[config.mk]
export PLATFORM = sky130hd
export DESIGN_NAME = pipe_hazard_tracker
export DESIGN_NICKNAME = d
export VERILOG_FILES = /design/src/rtl/pipe_hazard_tracker_pkg.sv /design/src/rtl/pipe_hazard_tracker_md_busy_counter.sv /design/src/rtl/pipe_hazard_tracker.sv
export SDC_FILE = /design/constraint.sdc
export NUM_CORES = 1
export LEC_CHECK = 0
export BUFFER_PORTS_ARGS = -buffer_cell sky130_fd_sc_hd__buf_2
export CORE_ASPECT_RATIO = 1.5
export CORE_UTILIZATION = 30
export CTS_BUF_LIST = sky130_fd_sc_hd__clkbuf_4
export CTS_CLUSTER_SIZE = 28
export DETAILED_ROUTE_END_ITERATION = 16
export HOLD_SLACK_MARGIN = 0.12
export PLACE_DENSITY = 0.54
export SLEW_MARGIN = 20
export SYNTH_ARGS = -nofsm -noshare
export SYNTH_HDL_FRONTEND = slang
export SYNTH_HIERARCHICAL = 1
export SYNTH_SLANG_ARGS = --single-unit
[constraint.sdc]
create_clock -name clk -period 2.6 [get_ports clk]
set_input_delay 0.65 -clock clk [delete_from_list [all_inputs] [get_ports clk]]
set_output_delay 0.65 -clock clk [all_outputs]
set_load 0.02 [all_outputs]
[src/rtl/pipe_hazard_tracker_pkg.sv]
// Shared types and helpers for the pipeline hazard tracker: the per-stage
// record carried from D through E, M and W, and the Tnew countdown rule.
package pipe_hazard_tracker_pkg;

    localparam int TNEW_W = 2;
    localparam int REG_W  = 5;

    typedef struct packed {
        logic              valid;
        logic [REG_W-1:0]  a_rs;
        logic [REG_W-1:0]  a_rt;
        logic [REG_W-1:0]  awrite;
        logic [TNEW_W-1:0] tnew;
    } stage_t;

    localparam stage_t BUBBLE = '0;

    // Tnew counts down one per stage and never wraps below zero.
    function automatic logic [TNEW_W-1:0] sat_dec(input logic [TNEW_W-1:0] x);
        return (x == '0) ? '0 : x - 1'b1;
    endfunction

endpackage

[src/rtl/pipe_hazard_tracker_md_busy_counter.sv]
// Mult/div busy window: a start while idle loads MD_LAT and the counter
// runs down to zero; starts while already busy are ignored.
module md_busy_counter #(
    parameter int MD_LAT = 5
) (
    input  logic clk,
    input  logic reset_n,
    input  logic md_start,
    output logic md_busy
);

    localparam int MD_W = $clog2(MD_LAT + 1);

    logic [MD_W-1:0] count;

    always_ff @(posedge clk or negedge reset_n) begin
        if (!reset_n) begin
            count <= '0;
        end else if (count != '0) begin
            count <= count - 1'b1;
        end else if (md_start) begin
            count <= MD_W'(MD_LAT);
        end
    end

    assign md_busy = (count != '0);

endmodule

[src/rtl/pipe_hazard_tracker.sv]
// Producer side of the hazard interface: carries destination/Tnew/source
// numbers from D through W, applies stall/flush, and tracks mult/div busy.
module pipe_hazard_tracker
    import pipe_hazard_tracker_pkg::*;
#(
    parameter int MD_LAT = 5,
    parameter int CNT_W  = 32
) (
    input  logic             clk,
    input  logic             reset_n,
    input  logic             validD,
    input  logic [4:0]       A_rsD,
    input  logic [4:0]       A_rtD,
    input  logic [4:0]       AwriteD,
    input  logic [1:0]       TnewD,
    input  logic             stallD,
    input  logic             flushE,
    input  logic             md_start,
    input  logic             md_useD,
    output logic [4:0]       A_rsE,
    output logic [4:0]       A_rtE,
    output logic [4:0]       A_rtM,
    output logic [4:0]       AwriteE,
    output logic [4:0]       AwriteM,
    output logic [4:0]       AwriteW,
    output logic [1:0]       TnewE,
    output logic [1:0]       TnewM,
    output logic [1:0]       TnewW,
    output logic             validE,
    output logic             validM,
    output logic             validW,
    output logic             md_busy,
    output logic             md_stall,
    output logic [CNT_W-1:0] stall_cnt,
    output logic [CNT_W-1:0] bubble_cnt
);

    stage_t            d_rec;
    stage_t            e_q;
    logic              m_valid;
    logic [REG_W-1:0]  m_awrite;
    logic [REG_W-1:0]  m_rt;
    logic [TNEW_W-1:0] m_tnew;
    logic              w_valid;
    logic [REG_W-1:0]  w_awrite;
    logic [TNEW_W-1:0] w_tnew;

    // A bubble in D advertises nothing; a write to $0 never carries a Tnew.
    always_comb begin
        d_rec       = BUBBLE;
        d_rec.valid = validD;
        if (validD) begin
            d_rec.a_rs   = A_rsD;
            d_rec.a_rt   = A_rtD;
            d_rec.awrite = AwriteD;
        end
        d_rec.tnew = (d_rec.awrite == '0) ? '0 : TnewD;
    end

    always_ff @(posedge clk or negedge reset_n) begin
        if (!reset_n) begin
            e_q <= BUBBLE;
        end else if (flushE) begin
            e_q <= BUBBLE;
        end else if (!stallD) begin
            e_q <= d_rec;
        end
    end

    // While E is held, M takes a bubble so the held instruction is not duplicated.
    always_ff @(posedge clk or negedge reset_n) begin
        if (!reset_n) begin
            m_valid  <= 1'b0;
            m_awrite <= '0;
            m_rt     <= '0;
            m_tnew   <= '0;
        end else if (stallD && !flushE) begin
            m_valid  <= 1'b0;
            m_awrite <= '0;
            m_rt     <= '0;
            m_tnew   <= '0;
        end else begin
            m_valid  <= e_q.valid;
            m_awrite <= e_q.awrite;
            m_rt     <= e_q.a_rt;
            m_tnew   <= (e_q.awrite == '0) ? '0 : sat_dec(e_q.tnew);
        end
    end

    always_ff @(posedge clk or negedge reset_n) begin
        if (!reset_n) begin
            w_valid  <= 1'b0;
            w_awrite <= '0;
            w_tnew   <= '0;
        end else begin
            w_valid  <= m_valid;
            w_awrite <= m_awrite;
            w_tnew   <= (m_awrite == '0) ? '0 : sat_dec(m_tnew);
        end
    end

    always_ff @(posedge clk or negedge reset_n) begin
        if (!reset_n) begin
            stall_cnt  <= '0;
            bubble_cnt <= '0;
        end else begin
            if (stallD && (stall_cnt != '1))
                stall_cnt <= stall_cnt + 1'b1;
            if (flushE && (bubble_cnt != '1))
                bubble_cnt <= bubble_cnt + 1'b1;
        end
    end

    md_busy_counter #(
        .MD_LAT (MD_LAT)
    ) u_md_busy (
        .clk      (clk),
        .reset_n  (reset_n),
        .md_start (md_start),
        .md_busy  (md_busy)
    );

    // A start in this cycle already blocks HI/LO users, before busy rises.
    assign md_stall = md_useD & (md_busy | md_start);

    assign A_rsE   = e_q.a_rs;
    assign A_rtE   = e_q.a_rt;
    assign AwriteE = e_q.awrite;
    assign TnewE   = e_q.tnew;
    assign validE  = e_q.valid;
    assign A_rtM   = m_rt;
    assign AwriteM = m_awrite;
    assign TnewM   = m_tnew;
    assign validM  = m_valid;
    assign AwriteW = w_awrite;
    assign TnewW   = w_tnew;
    assign validW  = w_valid;

endmodule
==> impl_results.md <==
* Outcome: finished clean
* Hold-critical path depth at 2
* Final HPWL DP at 8490 um
* Comb pwr share at 0.200
* Area share of the largest cell type after synthesis at 0.583
* Post-route antenna net violation count at 0
* Worst Setup Start Kind: register
* CP Class: reg2out
* Share of layout cells above drive strength 1 at 0.302
* Synth Area per Inst at 11.6 um2
* TritonCTS buffer count at 9
* Setup TNS at 0 ns
* Reg2Reg Capture Point: bubble_cnt[30]
* RSZ-0062 raised after global routing: no
* H-tree levels at 3
* Clock Sinks at 106
* Flop pwr share at 0.550
* Max cap viols at 0
* Vias in the first global route at 3462
* Hold Fails Final Rpt at 0
* Io pins at 129
* Leak Pwr at 2.90 nW
* Worst VDD drop at 500 uV
* # DRC at 0
* Slew HR at 0.449
* Yosys cell types at 44
* Setup violations, final at 0
* R2R setup slack at 0.37 ns
* Area leader, netlist: dfrtp_1
* Worst-Skew Late Latency at 0.46 ns
* Post-layout min period at 2.31 ns
* R2R depth at 6
* Post-synthesis cell count at 393
* FFs w/ async S/R, synth at 1.00
* Largest cells by area after synthesis: dfrtp_1, xor2_1, xnor2_1, a22o_1, nand3_1
* Final wirelength at 11100 um
* Slew Limit Fails at 0
* DRT iter0 DRCs at 101
* Worst Hold Path EP: A_rtE[3]
* CTS Root Cell: clkbuf_4
* Post-CTS Setup Inserts at 0
* Synth Flop Type: dfrtp_1
* Congestion Overflow GR at 0
* RePlAce Congestion at 0.796
* Most frequent cells in the layout: buf_2, dfrtp_1, xor2_1
* Number of synthesized flops with an enable pin at 0
* Standard-cell rows at 54
* Mapped cell area at 4550 um2
* Crit share post-route at 0.888
* PD cells at 646 nW/um2
* First-pass GRT wire length at 17800 um
* Initial antenna violation count at 1
* Fmax at 0.433 GHz
* Nets@finish at 561
* CP Data Arrival Time at 1.66 ns
* Initial Util at 0.311
* Routed via count at 3475
* Via/cell ratio at 4.72
* Min-delay src: A_rtD[3]
* Largest net degree at the start of global routing at 56
* Die outline area at 15700 um2
* Clk buf depth at 2
* Die width at 103 um
* Clock skew at 0.0230 ns
* Util after Layout at 0.386
* Commonest non-fill, non-tap cell in the layout: buf_2
* Syn_nets at 420
* CTS tree: done
* Crit Reg-Reg Startpoint: bubble_cnt[0]
* P_int at 2.42 mW
* IO Port Bufs at 128
* Routed len/inst at 15.1 um
* Switch share at 0.340
* DRT Pass-1 Iters at 5
* Worst hold path type: in2reg
* Area Growth Syn to Fin at 24.4%
* Synth warn at 6
* # fillers at 1503
* Critical Path RT at 1.95 ns
* FF+latch count, synth at 106
* Worst-Margin Slew at 0.819 ns
* Sw Pwr at 1.24 mW
* Die H at 153 um
* Clock share of power at 0.250
* Crit Path Max Fanout at 4
* CP endpoint kind: output port
* Register area share after synthesis at 0.583
* Core area at 14700 um2
* Clock-pin slew on the worst setup and hold paths at 0.18 ns
* Total track usage at 0.148
[power groups by stage]
| stage | clock [mW] | combinational [mW] | sequential (mW) |
|---|---|---|---|
| CTS | 0.959 | 0.748 | 2.01 |
| finish | 0.915 | 0.732 | 2.01 |
| global placement | 0 | 0.725 | 2.03 |
| floorplan | 0 | 0.289 | 2.18 |
| global route | 1.03 | 0.802 | 2.05 |
| detailed placement | 0 | 0.746 | 2.04 |
[synthesized netlist by cell type, types with 5 or more instances]
cell type / number
dfrtp_1: 106
nand3_1: 25
nand2_1: 23
xnor2_1: 27
nor2b_1: 12
nor4_1: 5
and3_1: 10
nand4_1: 18
and4_1: 12
xor2_1: 35
clkbuf_1: 6
inv_1: 11
nor2_1: 25
a22o_1: 17
nor3_1: 19
[per-stage QoR]
step           instance area, um2  hold WS, ns  instances  worst slack, ns  power (mW)
2_1_floorplan                4550        0.354        393            0.444        2.47
3_3_place_gp                 5490        0.368        718            0.471        2.76
3_5_place_dp                 5490        0.363        718            0.380        2.79
4_1_cts                      5660        0.346        735            0.239        3.72
5_1_grt                      5660        0.344        736            0.146        3.88
6_report                     5660        0.391        736            0.290        3.66
[final cells by class]
cell class                      count  area (um2)  area share
Clock inverter                      7        95.1      0.0168
Multi-Input combinational cell    268        1830       0.323
Timing Repair Buffer              138         733       0.129
Inverter                           11        41.3     0.00729
Clock buffer                        9        67.6      0.0119
Sequential cell                   106        2650       0.468
Antenna cell                        1        2.50    0.000442
Tap cell                          196         245      0.0433
[state kept, by name, indices dropped and copies added (netlist names), 3 cells and up]
| name | flops |
|---|---|
| bubble_cnt | 32 |
| stall_cnt | 32 |
| A_rsE | 5 |
| A_rtE | 5 |
| A_rtM | 5 |
| AwriteE | 5 |
| AwriteM | 5 |
| AwriteW | 5 |
| u_md_busy/count | 3 |
[worst max path at each step]
stage / cells past startpoint / endpoint / from
floorplan: 7 / stall_cnt[1] / stall_cnt[0]
CTS: 5 / md_stall / u_md_busy/count[0]
global placement: 6 / stall_cnt[27] / stallD
detailed placement: 6 / stall_cnt[27] / stallD
finish: 5 / md_stall / u_md_busy/count[0]
global route: 5 / md_stall / u_md_busy/count[0]
[routing by layer]
| layer | global-route usage | share of wire | vias up | wire length (um) |
|---|---|---|---|---|
| met1 | 0.162 | 0.40 | 1714 | 4400 |
| met3 | 0.0219 | 0.030 | 9 | 333 |
| met4 | 0.0592 | 0.015 | 0 | 168 |
| li1 | - | - | 1673 | - |
| met2 | 0.277 | 0.56 | 79 | 6180 |
| met5 | 0 | 0 | - | 0 |
[critical path, stage by stage, from the launching register on]
cell and delay [ns]:
dfrtp_1 0.46, nor2_2 0.15, ha_1 0.20, inv_1 0.08, o21a_1 0.16, buf_2 0.15
[what timing repair did]
action | in CTS | in global routing
endpoints found under the hold margin | 21 | 0
hold buffers | 1 | 0
resized for setup | 0 | 0
[kinds of logic after synthesis]
| group | Yosys count | synth area share |
|---|---|---|
| AND/OR/NAND/NOR | 170 | 0.211 |
| flip-flops | 106 | 0.583 |
| XOR/XNOR | 62 | 0.119 |
| AO/OA/AOI/OAI | 31 | 0.0574 |
| buffers and inverters | 19 | 0.0162 |
| adder cells (fa/ha/maj) | 3 | 0.00824 |
| multiplexers | 2 | 0.00495 |
No activity file was read; power rests on OpenSTA's default activity.
